$ cat config.mk
export PLATFORM = sky130hd
export DESIGN_NAME = pc_4_adder_rv32i
export DESIGN_NICKNAME = d
export VERILOG_FILES = /design/src/rtl/pc_4_adder_rv32i.sv
export SDC_FILE = /design/constraint.sdc
export NUM_CORES = 1
export LEC_CHECK = 0
export CELL_PAD_IN_SITES_DETAIL_PLACEMENT = 0
export CELL_PAD_IN_SITES_GLOBAL_PLACEMENT = 1
export CORE_AREA = 2 2 87 89
export CTS_CLUSTER_DIAMETER = 30
export DETAILED_ROUTE_END_ITERATION = 8
export DIE_AREA = 0 0 89 91
export PLACE_DENSITY_LB_ADDON = 0.08
export RECOVER_POWER = 50
export SYNTH_ARGS = -nofsm -noshare
export SYNTH_HDL_FRONTEND = slang
export SYNTH_SLANG_ARGS = --single-unit
$ cat constraint.sdc
create_clock -name clock -period 2 [get_ports clock]
set_input_delay 0.3 -clock clock [delete_from_list [all_inputs] [get_ports clock]]
set_output_delay 0.3 -clock clock [all_outputs]
set_load 0.005 [all_outputs]
$ cat src/rtl/pc_4_adder_rv32i.sv
// Next-sequential-PC generator: combinational PCold + INC through a two-level CLA, plus registered copy.
// Optional wrap/misalign statistics outputs are enabled by defining PC4_ADDER_STATS_EN.
`timescale 1ns/1ps
module pc_4_adder_rv32i #(
  parameter int unsigned     XLEN     = 32,
  parameter logic [XLEN-1:0] INC      = XLEN'(4),
  parameter logic [XLEN-1:0] RESET_PC = '0
) (
  input  logic            clock,
  input  logic            reset,
  input  logic [XLEN-1:0] PCold,
  input  logic            en,
  output logic [XLEN-1:0] PC_4_inc,
  output logic            carry_out,
  output logic            misaligned,
  output logic [XLEN-1:0] PC_4_q,
  output logic            wrap_q
`ifdef PC4_ADDER_STATS_EN
  ,
  output logic [15:0]     wrap_cnt,
  output logic [0:0]      misalign_seen
`endif
);

  localparam int unsigned NG  = XLEN / 4;
  localparam logic        CIN = 1'b0;

  logic [XLEN-1:0] w_g;
  logic [XLEN-1:0] w_p;
  logic [XLEN-1:0] w_c;
  logic [NG-1:0]   w_gg;
  logic [NG-1:0]   w_gp;
  logic [NG:0]     w_gc;
  logic            w_run;

  logic [XLEN-1:0] r_pc_4_q;
  logic            r_wrap_q;

  // Bit generate/propagate and 4-bit group generate/propagate.
  always_comb begin
    w_g  = PCold & INC;
    w_p  = PCold ^ INC;
    w_gg = '0;
    w_gp = '0;
    for (int unsigned k = 0; k < NG; k++) begin
      w_gg[k] = w_g[4*k+3]
              | (w_p[4*k+3] & w_g[4*k+2])
              | (w_p[4*k+3] & w_p[4*k+2] & w_g[4*k+1])
              | (w_p[4*k+3] & w_p[4*k+2] & w_p[4*k+1] & w_g[4*k]);
      w_gp[k] = &w_p[4*k +: 4];
    end
  end

  // Second level: each group carry is the flattened sum-of-products over all lower groups.
  always_comb begin
    w_gc  = '0;
    w_run = 1'b1;
    for (int unsigned k = 0; k < NG; k++) begin
      w_run = 1'b1;
      for (int unsigned jj = 0; jj <= k; jj++) begin
        w_gc[k+1] = w_gc[k+1] | (w_run & w_gg[k-jj]);
        w_run     = w_run & w_gp[k-jj];
      end
      w_gc[k+1] = w_gc[k+1] | (w_run & CIN);
    end
  end

  // Bit carries inside each group from that group's lookahead carry-in.
  always_comb begin
    w_c = '0;
    for (int unsigned k = 0; k < NG; k++) begin
      w_c[4*k]   = w_gc[k];
      w_c[4*k+1] = w_g[4*k] | (w_p[4*k] & w_gc[k]);
      w_c[4*k+2] = w_g[4*k+1] | (w_p[4*k+1] & w_g[4*k])
                 | (w_p[4*k+1] & w_p[4*k] & w_gc[k]);
      w_c[4*k+3] = w_g[4*k+2] | (w_p[4*k+2] & w_g[4*k+1])
                 | (w_p[4*k+2] & w_p[4*k+1] & w_g[4*k])
                 | (w_p[4*k+2] & w_p[4*k+1] & w_p[4*k] & w_gc[k]);
    end
  end

  assign PC_4_inc   = w_p ^ w_c;
  assign carry_out  = w_gc[NG];
  assign misaligned = |PCold[1:0];

  always_ff @(posedge clock) begin
    if (reset) begin
      r_pc_4_q <= RESET_PC;
      r_wrap_q <= 1'b0;
    end else if (en) begin
      r_pc_4_q <= PC_4_inc;
      r_wrap_q <= carry_out;
    end
  end

  assign PC_4_q = r_pc_4_q;
  assign wrap_q = r_wrap_q;

`ifdef PC4_ADDER_STATS_EN
  logic [15:0] r_wrap_cnt;
  logic        r_misalign_seen;

  always_ff @(posedge clock) begin
    if (reset) begin
      r_wrap_cnt      <= '0;
      r_misalign_seen <= 1'b0;
    end else if (en) begin
      if (carry_out && (r_wrap_cnt != '1))
        r_wrap_cnt <= r_wrap_cnt + 16'd1;
      if (misaligned)
        r_misalign_seen <= 1'b1;
    end
  end

  assign wrap_cnt      = r_wrap_cnt;
  assign misalign_seen = r_misalign_seen;
`endif

endmodule

# Yosys cells after proc, flatten, opt, wreduce, memory -nomap -nowiden
# Index checks and enable logic that the tools add are counted.
# Widths: inputs -> output; s select.
[op_classes] n_bitwise=73 n_reduce_logical=8
[op_table] cell="$and 1x1->1" count=71
[op_table] cell="$xor 32x32->32" count=1
[op_table] cell="$reduce_and 4->1" count=7
[op_table] cell="$reduce_or 2->1" count=1
[op_table] cell="$not 1->1" count=1
[word_totals] ff_bits=33 inputBits=35 output_inout_bits=67 word_cells=83

# Logic depth before layout (Yosys ltp)
[depth] depth_word=9 ltp_mapped=10 mapped_depth_nobuf=9

# Least setup slack after synthesis
# No wires, ideal clock.
[synth_timing] path_kind="input port to output port" start="input PCold[2]" end="output PC_4_inc[29]" t_arrival_ns=1.661 t_required_ns=1.700 slack_ns=0.039 path_stages=8 path_buffers=1 cell_sequence="ha_1 > and4_1 > and3_1 > buf_2 > nand2_1 > nor3_1 > ha_1 > xor2_1"
[synth_between] elab_chain_cells=4
[synth_rtl] element="start: declaration" line="11" source="input logic [XLEN-1:0] PCold,"
[synth_rtl] element="$and 1x1->1" line="47" source="| (w_p[4*k+3] & w_g[4*k+2])"
[synth_rtl] element="$and 1x1->1" line="61" source="w_gc[k+1] = w_gc[k+1] | (w_run & w_gg[k-jj]);"
[synth_rtl] element="$and 1x1->1" line="73" source="w_c[4*k+1] = w_g[4*k] | (w_p[4*k] & w_gc[k]);"
[synth_rtl] element="$xor 32x32->32" line="82" source="assign PC_4_inc = w_p ^ w_c;"
[synth_rtl] element="end: declaration" line="13" source="output logic [XLEN-1:0] PC_4_inc,"
# No other way between the ends.

# Worst setup path in the final report
# Ends and elaborated chain as after synthesis.

==> impl_metrics.xml <==
<?xml version="1.0" encoding="UTF-8"?>
<metrics>
  <group name="routing">
    <metric name="total_iterations_of_the_first_detailed_routing_run" unit="">4</metric>
    <metric name="antenna_violating_nets_post_route" unit="">0</metric>
    <metric name="drt-total-wl" unit="µm">6930</metric>
    <metric name="routed_wire_length_per_instance" unit="µm">14.3</metric>
    <metric name="route.detailed.drc" unit="">0</metric>
    <metric name="route.detailed.vias_per_inst" unit="">4.45</metric>
    <metric name="dr.first_iter.drc_count" unit="">41</metric>
    <metric name="route.vias.total" unit="">2159</metric>
  </group>
  <group name="setup_path">
    <metric name="worst_setup_path_start_kind" unit="">input pin</metric>
    <metric name="critical_path_buf_inv_count" unit="">2</metric>
    <metric name="arrival" unit="ns">1.65</metric>
    <metric name="worst_path_dominant_cell_family" unit="">simple AND/OR/NAND/NOR gates</metric>
    <metric name="timing.critical_path.to_type" unit="">output port</metric>
    <metric name="crit_chain" unit="">buf_8 &gt; ha_4 &gt; and4_4 &gt; and3_4 &gt; nand2_4 &gt; nor3_2 &gt; ha_2 &gt; xor2_2 &gt; buf_2</metric>
    <metric name="cp_slowest_cell" unit="">and4_4</metric>
    <metric name="critPathMaxFanout" unit="">3</metric>
    <metric name="timing.setup.critical_path_class" unit="">input pin to output port</metric>
    <metric name="worst_ep_required_time" unit="ns">1.70</metric>
    <metric name="critical-path-max-stage-delay" unit="ns">0.22</metric>
  </group>
  <group name="clock_network">
    <metric name="ctsRootBufferMaster" unit="">clkbuf_8</metric>
    <metric name="cts-htree-levels" unit="">2</metric>
    <metric name="clockBufferDepth" unit="">2</metric>
    <metric name="holdBufCountCts" unit="">0</metric>
    <metric name="clock_sink_count" unit="">33</metric>
    <metric name="clock_latency" unit="ns">0.29</metric>
    <metric name="numCtsBuffers" unit="">5</metric>
    <metric name="clk_pin_slew_worst_paths" unit="ns">0.08</metric>
    <metric name="clock_tree_from_tritoncts" unit="">done</metric>
  </group>
  <group name="synth">
    <metric name="synth_top_flop_cell" unit="">dfxtp_1</metric>
    <metric name="async_set_or_reset_register_ratio_after_synthesis" unit="%">0</metric>
    <metric name="yosysWarnings" unit="">0</metric>
    <metric name="gate_count_post_synth" unit="">219</metric>
    <metric name="synth_fp_nets" unit="">262</metric>
    <metric name="synth_enable_flop_cells" unit="">0</metric>
    <metric name="synth_cell_types" unit="">43</metric>
    <metric name="dominant_cells_by_area_after_synthesis" unit="">dfxtp_1 35%, nor2_1 9.0%, ha_1 5.3%</metric>
    <metric name="synth-seq-cells" unit="">33</metric>
    <metric name="synth.most_common_cell" unit="">nor2_1</metric>
    <metric name="yosysTopAreaCell" unit="">dfxtp_1</metric>
    <metric name="proportion_of_synthesized_chip_area_in_sequential_cells" unit="%">35.3</metric>
    <metric name="post_synth.cell_area_avg" unit="µm²">8.55</metric>
    <metric name="yosysTopAreaCellShare" unit="%">35.3</metric>
    <metric name="post_synth_instance_area" unit="µm²">1870</metric>
    <metric name="synth.cells.most_frequent" unit="">45 x nor2_1, 33 x dfxtp_1, 12 x nor3_1, 11 x nand2_1, 11 x xor2_1</metric>
  </group>
  <group name="floorplan">
    <metric name="floorplan_core_area" unit="µm²">7140</metric>
    <metric name="io_pins" unit="">102</metric>
    <metric name="dieHeight" unit="µm">91</metric>
    <metric name="floorplan.initialDensity" unit="%">26.2</metric>
    <metric name="floorplan.die.width" unit="µm">89</metric>
    <metric name="fp-row-count" unit="">31</metric>
    <metric name="dieArea" unit="µm²">8100</metric>
  </group>
  <group name="placed_design">
    <metric name="dpl_worst_slack" unit="ns">-1.02</metric>
    <metric name="buffer_ports.inserted" unit="">101</metric>
    <metric name="finalWeightedCongestion" unit="">0.754</metric>
    <metric name="dp_hpwl" unit="µm">5170</metric>
  </group>
  <group name="layout">
    <metric name="layout-area-overhead-vs-synth" unit="%">97.8</metric>
    <metric name="final_layout_size_suffix_gt1_share" unit="%">41.7</metric>
    <metric name="n_antenna_cell" unit="">0</metric>
    <metric name="multi_input_comb_area" unit="µm²">1390</metric>
    <metric name="final_nets" unit="">428</metric>
    <metric name="num-fill-cells" unit="">722</metric>
    <metric name="seq_area" unit="µm²">661</metric>
  </group>
  <group name="outcome">
    <metric name="run_status" unit="">completed</metric>
  </group>
  <group name="sta">
    <metric name="layout_min_cycle_time" unit="ns">1.95</metric>
    <metric name="setup_repair_after_global_routing_missed_its_margin" unit="">true</metric>
    <metric name="max_clock_freq" unit="GHz">0.512</metric>
    <metric name="postLayoutSetupSlackWorst" unit="ns">0.0470</metric>
    <metric name="worst_slew_margin_rel" unit="%">33.4</metric>
    <metric name="final.period_utilization" unit="%">97.6</metric>
    <metric name="slew_viol_final" unit="">0</metric>
    <metric name="setup_viol" unit="">0</metric>
    <metric name="timing_worst_slew_pin_value" unit="ns">0.999</metric>
    <metric name="finClkSkew" unit="ns">0</metric>
    <metric name="timing_hold_violations_final" unit="">0</metric>
    <metric name="final_layout_setup_total_negative_slack" unit="ns">0</metric>
  </group>
  <group name="power">
    <metric name="power_density" unit="nW/µm²">475</metric>
    <metric name="vdd.ir_drop.worst" unit="mV">0.338</metric>
    <metric name="total_leakage_power" unit="nW">1.66</metric>
    <metric name="power" unit="mW">1.76</metric>
  </group>
  <group name="grt">
    <metric name="global_route_wire_length_before_repair" unit="µm">11200</metric>
    <metric name="grt_max_degree" unit="">21</metric>
    <metric name="global_route.usage.total" unit="%">17.8</metric>
    <metric name="grt_remaining_overflow" unit="">0</metric>
    <metric name="globalRouteMet2Util" unit="%">29.8</metric>
    <metric name="grt.met1_usage" unit="%">22.2</metric>
    <metric name="grtUsageMet3" unit="%">5.82</metric>
    <metric name="global_route.peak_usage_layer" unit="">met2</metric>
    <metric name="first_global_vias" unit="">2218</metric>
    <metric name="initial_antenna_violation_count" unit="">0</metric>
  </group>
  <group name="run">
    <metric name="cap_viol_max_count" unit="">0</metric>
  </group>
  <group name="worst_hold_path">
    <metric name="hold_path.class" unit="">input pin to flip-flop</metric>
  </group>
</metrics>
==> cell families (layout without fill, tap and decap cells) <==
family / after synthesis / after routing / synth area share, %
AO/OA/AOI/OAI: 23 / 23 / 10.2
multiplexers: 10 / 10 / 5.34
AND/OR/NAND/NOR: 108 / 108 / 30.0
adder cells (fa/ha/maj): 8 / 8 / 5.34
flip-flops: 33 / 33 / 35.3
buffers and inverters: 20 / 187 / 5.88
XOR/XNOR: 17 / 17 / 7.95
==> report_power, final <==
part	switching, mW	internal, mW	leakage (nW)
Clock	0.292	0.244	0.0364
Sequential	0.0215	0.701	0.274
Combinational	0.210	0.290	1.35
Total	0.523	1.23	1.66
==> sequential cells by signal, indices dropped and copies added, names as in the netlist <==
| register | flops |
|---|---|
| PC_4_q | 32 |
| wrap_q | 1 |
==> worst reg2reg max path, stage by stage (launching register included) <==
cell       delay (ns)
dfxtp_1          0.34
nor2_1           0.05
a2111oi_2        0.35
==> final cells by class <==
class,instances,area share [%]
inverter,7,0.844
tap,99,3.34
timing repair buffer,172,38.1
sequential,33,17.8
multi-input combinational,166,37.5
clock buffer,5,1.86
clock inverter,3,0.608
==> worst paths after layout <==
| path | start | endpoint | slack (ns) | cells after the start |
|---|---|---|---|---|
| worst max-delay path | PCold[2] | PC_4_inc[29] | 0.05 | 9 |
| worst min-delay path | PCold[2] | PC_4_q[2]$_SDFFE_PP0P_ | 0.28 | 3 |
| worst max register to register | PC_4_q[23]$_SDFFE_PP0P_ | PC_4_q[23]$_SDFFE_PP0P_ | 1.16 | 2 |
| worst min register to register | PC_4_q[7]$_SDFFE_PP0P_ | PC_4_q[7]$_SDFFE_PP0P_ | 0.48 | 2 |
==> layout by cell type (no fill, tap or decap), drive strengths merged, types with 2 or more instances in the layout <==
master	Yosys	routed
nor3	13	13
a311oi	5	5
or2	3	3
clkdlybuf4s15	0	7
nor4	2	2
nand4	8	8
xor2	11	11
nand3	8	8
dfxtp	33	33
ha	8	8
and2	5	5
and4	3	3
inv	6	6
nor2	45	45
mux2i	10	10
xnor2	6	6
or3	2	2
a211oi	3	3
clkdlybuf4s50	0	46
buf	9	90
o21a	3	3
nand2	11	11
o21ai	4	4
clkinvlp	0	3
a31o	2	2
and3	6	6
dlygate4sd2	0	16
clkbuf	4	17
==> repair_timing <==
action / in CTS / in global routing
setup endpoints to repair: 37 / 19
gates cloned: 0 / 0
gates resized for setup: 169 / 38
buffers inserted: 12 / 1
pin swaps: 29 / 23
==> through the flow <==
stage / cell area (µm²) / utilization (%) / cells / hold slack (ns)
finish: 3700 / 51.9 / 485 / 0.281
global route: 3700 / 51.9 / 485 / 0.271
CTS: 3670 / 51.5 / 484 / 0.276
detailed placement: 3360 / 47.0 / 464 / 0.472
global placement: 3360 / 47.0 / 464 / 0.467
floorplan: 1870 / - / 219 / 0.399
==> routing by layer <==
| metal | share of wire (%) | vias up |
|---|---|---|
| li1 | - | 1096 |
| met1 | 43 | 1000 |
| met2 | 50 | 57 |
| met3 | 6.2 | 6 |
| met4 | 0.81 | 0 |
| met5 | 0 | - |
Power figures use the tool's default switching activity.
